===== src/rtl/slow_division_stage.sv =====
// slow_division_stage: one registered restoring-division step that retires one quotient bit
module slow_division_stage #(
    parameter int WIDTH = 6,
    parameter int STAGE = 0
) (
    input  logic             clk,
    input  logic             rst_n,
    input  logic             en_i,
    input  logic [WIDTH-1:0] rem_i,
    input  logic [WIDTH-1:0] dvd_i,
    input  logic [WIDTH-1:0] div_i,
    input  logic [WIDTH-1:0] quot_i,
    input  logic             valid_i,
    input  logic             dbz_i,
    output logic [WIDTH-1:0] rem_o,
    output logic [WIDTH-1:0] dvd_o,
    output logic [WIDTH-1:0] div_o,
    output logic [WIDTH-1:0] quot_o,
    output logic             valid_o,
    output logic             dbz_o
);
    logic [WIDTH:0]   trial, diff;
    logic             ge;
    logic [WIDTH-1:0] rem_d, dvd_d, quot_d, rem_q, dvd_q, div_q, quot_q;
    logic             dbz_d, valid_q, dbz_q;

    // Dividend is kept MSB-aligned, so the bit entering this stage is always the top one
    always_comb begin
        trial  = {rem_i, dvd_i[WIDTH-1]};
        diff   = trial - {1'b0, div_i};
        ge     = trial >= {1'b0, div_i};
        rem_d  = ge ? diff[WIDTH-1:0] : trial[WIDTH-1:0];
        dvd_d  = {dvd_i[WIDTH-2:0], 1'b0};
        quot_d = {quot_i[WIDTH-2:0], ge};
        dbz_d  = (STAGE == 0) ? (div_i == '0) : dbz_i;
    end

    always_ff @(posedge clk or negedge rst_n) begin
        if (!rst_n) begin
            rem_q   <= '0;
            dvd_q   <= '0;
            div_q   <= '0;
            quot_q  <= '0;
            valid_q <= 1'b0;
            dbz_q   <= 1'b0;
        end else if (en_i) begin
            rem_q   <= rem_d;
            dvd_q   <= dvd_d;
            div_q   <= div_i;
            quot_q  <= quot_d;
            valid_q <= valid_i;
            dbz_q   <= dbz_d;
        end
    end

    assign rem_o   = rem_q;
    assign dvd_o   = dvd_q;
    assign div_o   = div_q;
    assign quot_o  = quot_q;
    assign valid_o = valid_q;
    assign dbz_o   = dbz_q;
endmodule


===== src/rtl/slow_division.sv =====
// slow_division: WIDTH-stage pipelined unsigned restoring divider, one result per enabled cycle
module slow_division #(
    parameter int WIDTH = 6
) (
    input  logic             clk,
    input  logic             reset,
    input  logic             enable,
    input  logic             in_valid,
    input  logic [WIDTH-1:0] dividend,
    input  logic [WIDTH-1:0] divisor,
    output logic [WIDTH-1:0] quotient,
    output logic [WIDTH-1:0] remainder,
    output logic             div_by_zero,
    output logic             out_valid
);
    // Index 0 is the pipeline entry; index s+1 is the output of stage s
    logic [WIDTH-1:0] stage_rem  [WIDTH+1];
    logic [WIDTH-1:0] stage_quot [WIDTH+1];
    logic [WIDTH-1:0] stage_div  [WIDTH+1];
    logic [WIDTH-1:0] stage_dvd  [WIDTH+1];
    logic             stage_valid[WIDTH+1];
    logic             stage_dbz  [WIDTH+1];

    assign stage_rem[0]   = '0;
    assign stage_quot[0]  = '0;
    assign stage_div[0]   = divisor;
    assign stage_dvd[0]   = dividend;
    assign stage_valid[0] = in_valid;
    assign stage_dbz[0]   = 1'b0;

    for (genvar i = 0; i < WIDTH; i++) begin : g_stage
        slow_division_stage #(.WIDTH(WIDTH), .STAGE(i)) u_stage (
            .clk    (clk),
            .rst_n  (reset),
            .en_i   (enable),
            .rem_i  (stage_rem[i]),
            .dvd_i  (stage_dvd[i]),
            .div_i  (stage_div[i]),
            .quot_i (stage_quot[i]),
            .valid_i(stage_valid[i]),
            .dbz_i  (stage_dbz[i]),
            .rem_o  (stage_rem[i+1]),
            .dvd_o  (stage_dvd[i+1]),
            .div_o  (stage_div[i+1]),
            .quot_o (stage_quot[i+1]),
            .valid_o(stage_valid[i+1]),
            .dbz_o  (stage_dbz[i+1])
        );
    end

    assign quotient    = stage_quot[WIDTH];
    assign remainder   = stage_rem[WIDTH];
    assign div_by_zero = stage_dbz[WIDTH];
    assign out_valid   = stage_valid[WIDTH];
endmodule


===== config.mk =====
export PLATFORM = sky130hd
export DESIGN_NAME = slow_division
export DESIGN_NICKNAME = d
export VERILOG_FILES = /design/src/rtl/slow_division_stage.sv /design/src/rtl/slow_division.sv
export SDC_FILE = /design/constraint.sdc
export NUM_CORES = 1
export LEC_CHECK = 0
export CAP_MARGIN = 20
export CORE_ASPECT_RATIO = 0.8
export CORE_MARGIN = 2
export CORE_UTILIZATION = 50
export CTS_BUF_LIST = sky130_fd_sc_hd__clkbuf_8
export DETAILED_ROUTE_END_ITERATION = 8
export PLACE_DENSITY = 0.68
export SETUP_SLACK_MARGIN = 0.2
export SLEW_MARGIN = 5
export SYNTH_ARGS = -nofsm -noshare
export SYNTH_HDL_FRONTEND = slang
export SYNTH_SLANG_ARGS = --single-unit

===== constraint.sdc =====
create_clock -name clk -period 2.3 [get_ports clk]
set_input_delay 0.23 -clock clk [delete_from_list [all_inputs] [get_ports clk]]
set_output_delay 0.23 -clock clk [all_outputs]
set_load 0.02 [all_outputs]

# Word level (Yosys, flattened, before mapping)
# Cells that the tools add are included.
[word_totals]
reg_bits = 114
[classes]
magnitude_cmp = 6
reduce_logical = 1
muxes = 6
add_sub_neg = 6
[ops]
columns = ["cell", "n"]
rows = [
  ["6-bit 2-to-1 mux", 6],
  ["7-bit by 6-bit greater-or-equal comparator with 1-bit output", 5],
  ["6-bit subtractor", 5],
  ["1-bit by 6-bit greater-or-equal comparator with 1-bit output", 1],
  ["6-bit zero test", 1],
  ["1-bit by 6-bit subtractor with 6-bit output", 1],
]

# Depth between registers and ports, before layout
# Gate-level depths: netlist of run 1.
[logic_depth]
ltp_word = 2
mapped_depth = 8
depth_no_buf = 8

# Modules after synthesis
# A second synthesis of run 1 with hierarchy kept.
[hier_totals]
hier_cells = 681
area_unflattened_um2 = 7807.5
[by_module_without_submodules]
columns = ["mod", "area_per_inst_um2", "seq_area_each_um2", "instances", "cells_each"]
rows = [
  ["slow_division_stage (g_stage[1].u_stage ...)", 1298.7, 625.6, 5, 113],
  ["slow_division_stage (g_stage[0].u_stage)", 1310.0, 625.6, 1, 115],
  ["slow_division", 3.8, 0.0, 1, 1],
]

# Least setup slack after synthesis of run 1
# Ideal clock, no wire load.
[synth_timing]
path_type = "flip-flop to flip-flop"
startpoint = "register g_stage[1].u_stage.div_q[4]"
endpoint = "register g_stage[2].u_stage.rem_q[2]"
stages_incl_launch_ff = 8
synth_period_minus_slack_ps = 1937
setup_ps = 137
n_path_buf = 0
arrival_time_ps = 1800
setup_slack_ps = 363
cell_sequence = "dfrtp_1 -> inv_1 -> ha_1 -> a21o_1 -> a211o_1 -> a41oi_4 -> mux2i_1 -> a21oi_1"
[synth_between]
elab_chain_cells = 2
[synth_lines]
columns = ["element", "line_no", "text"]
rows = [
  ["start: declaration", "slow_division_stage.sv:24", "logic [WIDTH-1:0] rem_d, dvd_d, quot_d, rem_q, dvd_q, div_q, quot_q;"],
  ["start signal: assignment", "slow_division_stage.sv:49", "div_q <= div_i;"],
  ["7-bit by 6-bit greater-or-equal comparator with 1-bit output", "slow_division_stage.sv:31", "ge = trial >= {1'b0, div_i};"],
  ["6-bit 2-to-1 mux", "slow_division_stage.sv:32", "rem_d = ge ? diff[WIDTH-1:0] : trial[WIDTH-1:0];"],
  ["end signal: assignment", "slow_division_stage.sv:47", "rem_q <= rem_d;"],
  ["end: declaration", "slow_division_stage.sv:24", ""],
]
# Every way passes these cells.
# A chain may end at the register's enable or synchronous reset.

# Worst setup path in the final report of run 1
[layout_timing]
startpoint = "register g_stage[1].u_stage.div_q[4]"
endpoint = "register g_stage[2].u_stage.rem_q[3]"
# The elaborated chain is that of the path after synthesis.

==> results of run 1 <==
## cell usage after synthesis, drive strengths merged, types with 2 or more instances
cell type	n
a211o	5
a211oi	2
a21o	11
a21oi	36
a221o	6
a221oi	4
a22o	2
a31oi	5
a41oi	5
buf	8
clkbuf	13
dfrtp	114
fa	5
ha	37
inv	43
mux2	41
mux2i	17
nand2	47
nand2b	5
nand3	3
nor2	44
nor2b	21
nor3	5
nor3b	6
o21ai	41
o221ai	4
o22ai	4
o311ai	3
or2	9
xnor2	10
xor2	6
## worst max path at each step
| stage | end | slack, ps | cells past startpoint |
|---|---|---|---|
| 2_1_floorplan | g_stage[2].u_stage.rem_o[2] | 360 | 7 |
| 6_report | g_stage[2].u_stage.rem_o[3] | 280 | 8 |
| 4_1_cts | g_stage[5].u_stage.rem_o[1] | 190 | 6 |
| 3_3_place_gp | g_stage[5].u_stage.rem_o[4] | 160 | 6 |
| 3_5_place_dp | g_stage[5].u_stage.rem_o[1] | 130 | 6 |
| 5_1_grt | g_stage[1].u_stage.rem_o[1] | 160 | 8 |
## worst reg2reg max path: cells and delay by family, from the launching register on
kind	cells	cell delay (ps)
adders and majority gates	1	240
buffers and inverters	2	300
muxes	1	180
DFF	1	380
AOI/OAI and AO/OA	4	770
## layer usage
metal	up-vias	routed length (µm)	track usage (%)
li1	2072	-	-
met4	0	235	7.78
met1	2057	5300	24.4
met3	21	368	5.45
met5	-	0	0
met2	65	5430	30.2
## stage by stage
stage               cells  hold slack, ps  power (mW)  util (%)  instance area [µm²]
global placement      731            36.1        5.55      55.5                 6470
finish                774             121        7.56      60.5                 7050
global route          774            98.1        8.11      60.5                 7050
CTS                   769            94.9        7.47      59.4                 6920
floorplan             569           -65.6        4.94         -                 6020
detailed placement    731            35.3        5.66      55.5                 6470
## flip-flops by register name, summed over array words and instances, names as in the netlist
| name | flops |
|---|---|
| g_stage.u_stage.quot_o | 21 |
| g_stage.u_stage.div_o | 30 |
| g_stage.u_stage.dbz_o | 6 |
| g_stage.u_stage.rem_o | 36 |
| g_stage.u_stage.dvd_o | 15 |
| g_stage.u_stage.valid_o | 6 |
## power by group
group | total (mW) | leakage, nW | switching [mW] | internal [mW]
clock network | 1.66 | 0.167 | 0.823 | 0.836
registers | 2.78 | 1.38 | 0.322 | 2.46
logic | 3.12 | 1.58 | 1.54 | 1.59
total | 7.56 | 3.12 | 2.68 | 4.88
## layout make-up
cell class	instances	area share (%)
clock inverter	14	1.70
multi-input combinational	390	42.5
clock buffer	17	3.32
sequential	114	40.5
timing repair buffer	47	7.01
inverter	44	2.34
tap	148	2.63
## cell families (layout without fill, tap and decap cells)
logic type	Yosys count	after routing	synth area share (%)
and+or+nand+nor	142	142	10.9
adders and majority gates	42	42	9.35
muxes	58	58	10.5
xor gates and xnor gates	16	16	2.33
AOI/OAI and AO/OA	132	132	15.3
DFF	114	114	47.4
buffers and inverters	65	122	4.24
## placed cells by master (no fill, tap or decap), types with 3 or more instances in the layout
cell type                         netlist  final
sky130_fd_sc_hd__a221o_1                6      6
sky130_fd_sc_hd__nand2_1               47     47
sky130_fd_sc_hd__a221oi_1               4      4
sky130_fd_sc_hd__nand3_1                3      3
sky130_fd_sc_hd__nand2b_1               5      5
sky130_fd_sc_hd__nor2_1                44     44
sky130_fd_sc_hd__ha_4                   0      5
sky130_fd_sc_hd__a21oi_1               36     36
sky130_fd_sc_hd__a41oi_4                4      5
sky130_fd_sc_hd__xor2_1                 6      6
sky130_fd_sc_hd__dfrtp_1              114    114
sky130_fd_sc_hd__a31oi_1                5      5
sky130_fd_sc_hd__buf_12                 0      4
sky130_fd_sc_hd__o311ai_0               3      3
sky130_fd_sc_hd__nor3_1                 5      5
sky130_fd_sc_hd__ha_1                  37     31
sky130_fd_sc_hd__o21ai_0               36     36
sky130_fd_sc_hd__clkbuf_8               0     17
sky130_fd_sc_hd__clkinvlp_4             0      6
sky130_fd_sc_hd__nor2b_1               21     21
sky130_fd_sc_hd__o221ai_1               4      4
sky130_fd_sc_hd__or2_2                  7      7
sky130_fd_sc_hd__a211o_1                5      5
sky130_fd_sc_hd__o22ai_1                4      4
sky130_fd_sc_hd__o21ai_1                5      4
sky130_fd_sc_hd__inv_1                 43     42
sky130_fd_sc_hd__a21o_1                11     11
sky130_fd_sc_hd__mux2i_1               17     17
sky130_fd_sc_hd__nor3b_1                6      6
sky130_fd_sc_hd__clkinv_2               0      3
sky130_fd_sc_hd__clkdlybuf4s50_1        0     27
sky130_fd_sc_hd__xnor2_1               10     10
sky130_fd_sc_hd__fa_1                   5      5
sky130_fd_sc_hd__mux2_2                41     41
sky130_fd_sc_hd__clkinv_4               0      3
sky130_fd_sc_hd__buf_4                  0     13
## timing repair
item,in CTS,in global routing
cloned,0,1
setup buffers,6,4
hold buffers,1,0
gates resized for setup,3,15
endpoints found under the hold margin,114,0
pin swaps,0,3
setup endpoints to repair,18,26
==> metrics.sh, run 1 <==
DRIVE_ABOVE_1_SHARE_PCT=17.9
CP-END-KIND='flop'
AREA_LEADER_NETLIST='sky130_fd_sc_hd__dfrtp_1'
FINALNETCOUNT=672
AVGSYNTHCELLAREA_UM2=10.6
DRT_PRE_ANTENNA_ITERS=4
CP_ARRIVAL_PS=2300
CP-STARTPOINT='g_stage[1].u_stage.div_o[4]'
GRT_ANTENNA_BEFORE_REPAIR=0
CP.REQUIRED_PS=2580
CLKTRANSATPATHREGS_PS=80
YOSYS.AREA.TOP_TYPE_SHARE_PCT=47.4
IRDROPWORSTVDD_mV=0.546
FINAL-MAX-SLEW-VIOLATION-COUNT=0
CP_SLOWEST_CELL='sky130_fd_sc_hd__dfrtp_1'
N_ANTENNA_CELL=0
NUMBER_OF_BUFFERS_INSERTED_BY_PORT_BUFFERING=29
ANTENNA_VIOLATING_NETS_POST_ROUTE=0
ROUTABILITY_CONGESTION_ESTIMATE_FROM_GLOBAL_PLACEMENT=0.816
SETUP-TNS-FINAL_PS=0
DOMINANTREGCELLSYNTH='sky130_fd_sc_hd__dfrtp_1'
MULTIINPUTGATEAREA_UM2=2990
PIN_COUNT=30
HTREEDEPTH=4
WORST_SLEW_MARGIN_REL_PCT=55.6
CRITPATHMAXFANOUT=5
CP.BUFFERS_INVERTERS=2
SYNTHTOLAYOUTAREAGROWTH_PCT=17.0
WORST_R2R_ENDPOINT='g_stage[2].u_stage.rem_o[3]'
SYN_NETS=627
SYNTH-ASYNC-RESET-RATIO_PCT=100
ROUTE.DETAILED.VIAS_PER_INST=5.45
SYNTHESIS.YOSYS.WARNINGS=0
YOSYS_REGISTER_BITS=114
GRTUSAGETOTAL_PCT=18.8
CORE.ROWCOUNT=35
SYNTH_ENABLE_FLOP_CELLS=0
COUNT_OF_CELLS_ALONG_THE_WORST_REGISTER_TO_REGISTER_PATH=8
SKEW_PS=11.1
P_PER_AREA_nW_PER_UM2=1070
FP.DIEH_UM=102
ROUTEDWLPERCELL_UM=14.6
GRT_PASS1_WL_UM=19200
GLOBALROUTEOVERFLOWTOTAL=0
CRITICAL_PATH.TOP_DELAY_FAMILY='compound AO/OA/AOI/OAI gates'
TIGHTESTPINTRANSITION_PS=666
REG2REG_FROM='g_stage[1].u_stage.div_o[4]'
MAXCAPVIOLCOUNT=0
DESIGN.DIE.AREA_UM2=12900
HP-CLASS='in2async'
PRECTSSETUPSLACK_PS=134
DR_TOTAL_VIAS=4215
CORE_REGION_AREA_UM2=11600
FILLERINSTANCES=961
RUN_STATUS='complete, no violations'
PATH_CELLS='inv_1, ha_4, a21o_1, a211o_1, a41oi_4, buf_4, mux2i_1, a21oi_1'
SYNTHESIS.AREA_UM2=6020
DRTITER0DRC=231
FINALWORSTSETUPSLACK_PS=277
RSZ0062_AT_GRT='true'
FINAL_PERIOD_MINUS_WORST_SETUP_SLACK_PS=2020
MAXCLOCKFREQUENCY_GHz=0.494
WORST-SETUP-PATH-TYPE='reg2reg'
INITIAL_CORE_UTIL_PCT=51.7
YOSYSUNIQUECELLTYPES=43
LEAKAGE_POWER_SUMMED_OVER_ALL_CELLS_nW=3.12
CLK_LATENCY_PS=440
REGISTER_AREA_SHARE_AFTER_SYNTHESIS_PCT=47.4
CTS-BUFFERS-INSERTED=17
FIRST_GLOBAL_VIAS=4091
START_KIND='flop'
FINALWIRELENGTH_UM=11300
CLK_SINK_COUNT=114
DP_HPWL_UM=7580
DELAY_CONTRIBUTED_BY_THE_SLOWEST_STAGE_OF_THE_CRITICAL_PATH_PS=380
REG_AREA_UM2=2850
GRT_START_MAX_NET_PINS=159
PERIOD_SHARE_PCT=87.9
TOP_AREA_CELLS_IN_THE_SYNTHESIZED_NETLIST='sky130_fd_sc_hd__dfrtp_1, sky130_fd_sc_hd__ha_1, sky130_fd_sc_hd__mux2_2'
DIE_W_UM=127
CTS_TREE='yes'
SYNTHCELLS=569
ROOT_BUFFER='sky130_fd_sc_hd__clkbuf_8'
CLOCK_TREE.BUFFER_DEPTH=2
TIMING.REG2REG.SETUP_SLACK_PS=280
REPORT.FINAL.SETUP_VIOL=0
FINAL_HOLD_VIOL_COUNT=0
TOTAL_DRC_ERRORS_IN_THE_ROUTED_LAYOUT=0
Note: power is estimated with default switching activity, not from simulation.
==> run 2: changes to the inputs <==
Settings changed: CORE_ASPECT_RATIO 0.8 to 1.1.
==> run 2 against run 1 <==
Effect of this change: clock-buffer cell count grew 1; combinational power up 2%; wire length increased by 1.5%; critical path depth down 1; worst setup slack better by 19 ps; final cell count grew 0.90%; via count up 1.6%; final area grew 0.57%.
==> metrics.sh, run 2 (synthesis results as in run 1) <==
GLOBALROUTEOVERFLOWTOTAL=0
WORST_SLEW_MARGIN_REL_PCT=57.6
NUMBER_OF_BUFFERS_INSERTED_BY_PORT_BUFFERING=29
LEAKAGE_POWER_SUMMED_OVER_ALL_CELLS_nW=3.14
PLACEDINSTANCEAREA_UM2=6480
TOTAL_DRC_ERRORS_IN_THE_ROUTED_LAYOUT=0
RSZ0062_AT_GRT='true'
GRTUSAGETOTAL_PCT=19.6
INITIAL_CORE_UTIL_PCT=50.7
CLK_SINK_COUNT=114
FINALWIRELENGTH_UM=11500
CRITPATHMAXFANOUT=7
FINALNETCOUNT=672
TIGHTESTPINTRANSITION_PS=636
IRDROPWORSTVDD_mV=0.525
CTS-BUFFERS-INSERTED=17
FP.DIEH_UM=119
FINAL_HOLD_VIOL_COUNT=0
MOSTFREQUENTLAYOUTCELLS='sky130_fd_sc_hd__dfrtp_1, sky130_fd_sc_hd__nand2_1, sky130_fd_sc_hd__nor2_1, sky130_fd_sc_hd__mux2_2, sky130_fd_sc_hd__inv_1'
CP.REQUIRED_PS=2600
WORST-SETUP-PATH-TYPE='reg2reg'
GRT_PASS1_WL_UM=19800
SYNTHTOLAYOUTAREAGROWTH_PCT=17.7
DR_TOTAL_VIAS=4281
N_ANTENNA_CELL=0
ROOT_BUFFER='sky130_fd_sc_hd__clkbuf_8'
SKEW_PS=8.52
P_PER_AREA_nW_PER_UM2=1110
FINALINSTANCEAREA_UM2=7090
CLK_LATENCY_PS=450
DRIVE_ABOVE_1_SHARE_PCT=18.7
ROUTEDWLPERCELL_UM=14.7
CORE.ROWCOUNT=42
CP-END-KIND='flop'
FIRST_GLOBAL_VIAS=4264
LARGEST_REGISTER_FF_COUNT=36
CORE_REGION_AREA_UM2=11900
DRTITER0DRC=219
HTREEDEPTH=4
FINAL_PERIOD_MINUS_WORST_SETUP_SLACK_PS=2000
HP-CLASS='in2async'
ANTENNA_VIOLATING_NETS_POST_ROUTE=0
MAXCAPVIOLCOUNT=0
RUN_STATUS='complete, no violations'
START_KIND='flop'
LAYOUT_COMMONEST_CELL='sky130_fd_sc_hd__dfrtp_1'
PIN_COUNT=30
CLKTRANSATPATHREGS_PS=70
GRT_START_MAX_NET_PINS=159
SETUP-TNS-FINAL_PS=0
DIE_W_UM=109
CLOCK_TREE.BUFFER_DEPTH=2
DRT_PRE_ANTENNA_ITERS=4
ROUTABILITY_CONGESTION_ESTIMATE_FROM_GLOBAL_PLACEMENT=0.855
FINAL.HOLD.WORST_SLACK_PS=332
CP_ARRIVAL_PS=2310
GRT_ANTENNA_BEFORE_REPAIR=0
REPORT.FINAL.SETUP_VIOL=0
ROUTE.DETAILED.VIAS_PER_INST=5.48
FILLERINSTANCES=1029
PERIOD_SHARE_PCT=87.1
MAXCLOCKFREQUENCY_GHz=0.499
DESIGN.DIE.AREA_UM2=12900
FINAL-MAX-SLEW-VIOLATION-COUNT=0
DP_HPWL_UM=7880
FINALPOWER_mW=7.84
CTS_TREE='yes'
run 2: layer usage:
layer / share of wire, % / vias to the layer above / track usage, %
met1: 43 / 2116 / 23.7
li1: - / 2085 / -
met2: 52 / 56 / 32.9
met4: 2.4 / 0 / 7.93
met5: 0 / - / 0
met3: 2.7 / 24 / 5.25
run 2: final cells by class:
type	count	area, µm²	share of cell area [%]
clock inverter	14	155	2.19
timing repair buffer	47	472	6.66
clock buffer	18	248	3.50
sequential	114	2850	40.3
tap	154	193	2.72
multi-input combinational	390	3000	42.3
inverter	44	165	2.33
run 2: worst paths after layout:
path	endpoint	cells past startpoint	startpoint	slack [ps]
max	g_stage[4].u_stage.rem_o[4]	7	g_stage[3].u_stage.div_o[4]	300
min	g_stage[4].u_stage.div_o[3]	2	reset	330
max reg2reg	g_stage[4].u_stage.rem_o[4]	7	g_stage[3].u_stage.div_o[4]	300
min reg2reg	g_stage[3].u_stage.div_o[3]	2	g_stage[2].u_stage.div_o[3]	490
max in group asynchronous	g_stage[0].u_stage.quot_o[0]	3	reset	1270
min in group clk	g_stage[0].u_stage.dvd_o[5]	3	dividend[4]	360
run 2: critical path, cell delays in order (launching register included):
cell and delay (ps):
sky130_fd_sc_hd__dfrtp_1 390, sky130_fd_sc_hd__inv_2 90, sky130_fd_sc_hd__ha_4 230, sky130_fd_sc_hd__a21o_1 170, sky130_fd_sc_hd__a211o_1 320, sky130_fd_sc_hd__a41oi_4 320
sky130_fd_sc_hd__mux2i_1 250, sky130_fd_sc_hd__a21oi_1 90
run 2: where the power goes:
| group | internal, mW | leakage (nW) | switching [mW] | total, mW |
|---|---|---|---|---|
| registers | 2.45 | 1.38 | 0.315 | 2.77 |
| logic | 1.59 | 1.57 | 1.59 | 3.18 |
| clock network | 1.00 | 0.189 | 0.883 | 1.88 |
| total | 5.05 | 3.14 | 2.79 | 7.84 |
run 2: timing repair:
item,in CTS,in global routing
setup buffers,9,1
endpoints found under the setup margin,19,26
hold buffers,1,0
hold endpoints to repair,43,0
resized for setup,4,20
run 2: through the flow:
| stage | worst slack [ps] | std cells | utilization, % |
|---|---|---|---|
| finish | 296 | 781 | 59.7 |
| global route | 157 | 781 | 59.7 |
| CTS | 172 | 780 | 58.9 |
| detailed placement | 101 | 738 | 54.6 |
| global placement | 152 | 738 | 54.6 |
| floorplan | 363 | 569 | - |
==> run 3: changes to the inputs <==
Settings changed: ABC_AREA from default to 1.
==> run 3 against run 2 <==
Effect of this change: clock skew up 3.2 ps; synthesized cell count grew 40%; clock-buffer cell count unchanged; largest power group unchanged; clock power increased by 5%; fmax rose by 15%; register-to-register slack improved by 260 ps; non-clock buffer count shrank 14; wire length is 7.6% higher; flip-flop and latch count unchanged; total power fell by 0.49%; synthesized area grew 6.1%; final area is 1.8% higher; critical path type unchanged; highest routed layer unchanged.
==> metrics.sh, run 3 <==
RUN_STATUS='complete, no violations'
TOTAL_DRC_ERRORS_IN_THE_ROUTED_LAYOUT=0
SKEW_PS=11.7
FINAL_PERIOD_MINUS_WORST_SETUP_SLACK_PS=1740
ROUTE.DETAILED.VIAS_PER_INST=5.04
HP-CLASS='in2async'
DELAY_CONTRIBUTED_BY_THE_SLOWEST_STAGE_OF_THE_CRITICAL_PATH_PS=420
DR_TOTAL_VIAS=4999
PATH_CELLS='ha_1, fa_1, or2_2, nand4_1, nand2_1, nand2_1, nand3_1'
POST_SYNTH_XOR_AREA_FRACTION_PCT=1.65
REGISTER_AREA_SHARE_AFTER_SYNTHESIS_PCT=44.7
CRITPATHMAXFANOUT=4
SYNTHESIS.YOSYS.WARNINGS=0
GRT_ANTENNA_BEFORE_REPAIR=0
CP.REQUIRED_PS=2610
CLKTRANSATPATHREGS_PS=70
FINALWIRELENGTH_UM=12400
REPORT.FINAL.SETUP_VIOL=0
AVGSYNTHCELLAREA_UM2=8.04
AREA_LEADER_NETLIST='sky130_fd_sc_hd__dfrtp_1'
CTS-BUFFERS-INSERTED=17
GLOBALROUTEOVERFLOWTOTAL=0
GRTUSAGETOTAL_PCT=19.3
LAYOUT_COMMONEST_CELL='sky130_fd_sc_hd__nand2_1'
CLK_LATENCY_PS=440
WORST_SLEW_MARGIN_REL_PCT=58.4
SYNTH_MUX_AREA_SHARE_PCT=0
FINALWORSTSETUPSLACK_PS=557
DP_HPWL_UM=8410
GRT_PASS1_WL_UM=21400
CRITICAL_PATH.TOP_DELAY_FAMILY='adder cells'
CTS_SETUP_BUFFERS=0
MOSTFREQUENTLAYOUTCELLS='sky130_fd_sc_hd__nand2_1, sky130_fd_sc_hd__dfrtp_1, sky130_fd_sc_hd__inv_1, sky130_fd_sc_hd__nand3_1, sky130_fd_sc_hd__nor2_1'
YOSYS_REGISTER_BITS=114
SETUP-TNS-FINAL_PS=0
SYNTH_TOP_CELLS_BY_COUNT='sky130_fd_sc_hd__nand2_1, sky130_fd_sc_hd__dfrtp_1, sky130_fd_sc_hd__inv_1'
FINALPOWER_mW=7.80
ROOT_BUFFER='sky130_fd_sc_hd__clkbuf_8'
MAXCAPVIOLCOUNT=0
FINALNETCOUNT=880
YOSYSUNIQUECELLTYPES=35
DRIVE_ABOVE_1_SHARE_PCT=10.2
SYNTH-COMPOUND-AREA-SHARE_PCT=4.39
POST_CTS.RESIZED_INSTANCES=0
HOLDBUFCOUNTCTS=1
ROUTABILITY_CONGESTION_ESTIMATE_FROM_GLOBAL_PLACEMENT=0.862
FINAL-MAX-SLEW-VIOLATION-COUNT=0
DOMINANTREGCELLSYNTH='sky130_fd_sc_hd__dfrtp_1'
SYNTHTOLAYOUTAREAGROWTH_PCT=12.9
SYNTH-ASYNC-RESET-RATIO_PCT=100
YOSYSMOSTFREQUENTCELL='sky130_fd_sc_hd__nand2_1'
CP_ARRIVAL_PS=2060
YOSYS.AREA.TOP_TYPE_SHARE_PCT=44.7
PERIOD_SHARE_PCT=75.8
MAXCLOCKFREQUENCY_GHz=0.574
ANTENNA_VIOLATING_NETS_POST_ROUTE=0
SYNTH_SIMPLE_GATE_AREA_SHARE_PCT=33.0
ROUTEDWLPERCELL_UM=12.5
N_ANTENNA_CELL=0
PIN_COUNT=30
CP-END-KIND='flop'
FINAL_HOLD_VIOL_COUNT=0
WORST_PATH_MOST_REPEATED_CELL='sky130_fd_sc_hd__nand2_1'
FP.DIEH_UM=123
LARGEST_REGISTER_FF_COUNT=36
HTREEDEPTH=4
GRT_START_MAX_NET_PINS=140
CP_SLOWEST_CELL='sky130_fd_sc_hd__dfrtp_1'
DIE_W_UM=112
CLK_SINK_COUNT=114
SYNTHCELLS=794
NUMBER_OF_BUFFERS_INSERTED_BY_PORT_BUFFERING=29
CP.BUFFERS_INVERTERS=0
CORE.ROWCOUNT=43
CLOCK_TREE.BUFFER_DEPTH=2
SYN_NETS=852
LEAKAGE_POWER_SUMMED_OVER_ALL_CELLS_nW=3.80
DRT_PRE_ANTENNA_ITERS=4
FIRST_GLOBAL_VIAS=4942
IRDROPWORSTVDD_mV=0.661
MAIN_COMBINATIONAL_CELL_FAMILY_BY_AREA_AFTER_SYNTHESIS='simple AND/OR/NAND/NOR gates'
WORST-SETUP-PATH-TYPE='reg2reg'
SYNTHESIS.AREA_UM2=6390
PRECTSSETUPSLACK_PS=390
P_PER_AREA_nW_PER_UM2=1080
CTS_TREE='yes'
DRTITER0DRC=253
DESIGN.DIE.AREA_UM2=13700
SYNTH_ENABLE_FLOP_CELLS=0
TIGHTESTPINTRANSITION_PS=624
START_KIND='flop'
CORE_REGION_AREA_UM2=12500
INITIAL_CORE_UTIL_PCT=51.0
RSZ0062_AT_GRT='false'
TOP_AREA_CELLS_IN_THE_SYNTHESIZED_NETLIST='sky130_fd_sc_hd__dfrtp_1, sky130_fd_sc_hd__nand2_1, sky130_fd_sc_hd__ha_1'
SYNTHADDERAREAFRAC_PCT=8.81
run 3: changes by cell type after synthesis, moves of 7 or more:
cell                       delta
sky130_fd_sc_hd__inv_2        +7
sky130_fd_sc_hd__nand3_1     +64
sky130_fd_sc_hd__clkbuf_1     -7
sky130_fd_sc_hd__nand3_2     +12
sky130_fd_sc_hd__a21oi_1     -32
sky130_fd_sc_hd__nand2_1    +250
sky130_fd_sc_hd__nand2_2     +13
sky130_fd_sc_hd__mux2_2      -41
sky130_fd_sc_hd__nor2b_1     -21
sky130_fd_sc_hd__inv_1       +35
sky130_fd_sc_hd__nand3b_1     +8
sky130_fd_sc_hd__a21o_1      -11
sky130_fd_sc_hd__buf_2        +7
sky130_fd_sc_hd__mux2i_1     -17
run 3: layout make-up:
type | count | area, µm²
clock buffer | 18 | 248
timing repair buffer | 33 | 343
multi-input combinational | 568 | 3060
tap | 157 | 196
fill | 1144 | 5320
inverter | 88 | 344
clock inverter | 14 | 173
sequential | 114 | 2850
run 3: power by group:
part	leakage, nW	switching, mW	total [mW]	internal (mW)
combinational	2.12	1.87	3.11	1.24
clock	0.219	0.796	1.98	1.19
sequential	1.46	0.298	2.71	2.41
total	3.80	2.96	7.80	4.84
run 3: metal layers:
| metal | vias to the layer above | track usage, % | share of wire (%) |
|---|---|---|---|
| met5 | - | 0 | 0 |
| met4 | 0 | 8.72 | 2.6 |
| met3 | 31 | 5.19 | 3.0 |
| met2 | 84 | 34.7 | 52 |
| met1 | 2337 | 21.7 | 42 |
| li1 | 2547 | - | - |
run 3: final timing paths:
path,from,endpoint,slack (ps),depth (start not counted)
max in group asynchronous,reset,g_stage[2].u_stage.dvd_o[5],1270,3
min,reset,g_stage[4].u_stage.div_o[5],320,2
min in group clk,dividend[3],g_stage[0].u_stage.dvd_o[4],330,3
max,g_stage[0].u_stage.div_o[0],g_stage[1].u_stage.rem_o[4],560,7
max reg2reg,g_stage[0].u_stage.div_o[0],g_stage[1].u_stage.rem_o[4],560,7
min reg2reg,g_stage[2].u_stage.quot_o[2],g_stage[2].u_stage.quot_o[2],470,2
run 3: through the flow:
| stage | hold WS (ps) | utilization, % | instance area, µm² | cells |
|---|---|---|---|---|
| 2_1_floorplan | -65.6 | - | 6390 | 794 |
| 3_3_place_gp | 236 | 54.1 | 6780 | 959 |
| 3_5_place_dp | 236 | 54.1 | 6780 | 959 |
| 4_1_cts | 311 | 57.6 | 7210 | 992 |
| 5_1_grt | 314 | 57.6 | 7210 | 992 |
| 6_report | 322 | 57.6 | 7210 | 992 |
run 3: worst register-to-register path: cells and delay by family (launching register included):
| kind | cells | cell delay [ps] |
|---|---|---|
| fa+ha+maj | 2 | 630 |
| flops | 1 | 420 |
| simple gates | 5 | 580 |
run 3: cells by family (layout without fill, tap and decap cells):
group,Yosys count,after routing
compound gates,50,50
simple gates,464,464
fa+ha+maj,42,42
buf+inv,112,153
xor+xnor,12,12
flops,114,114
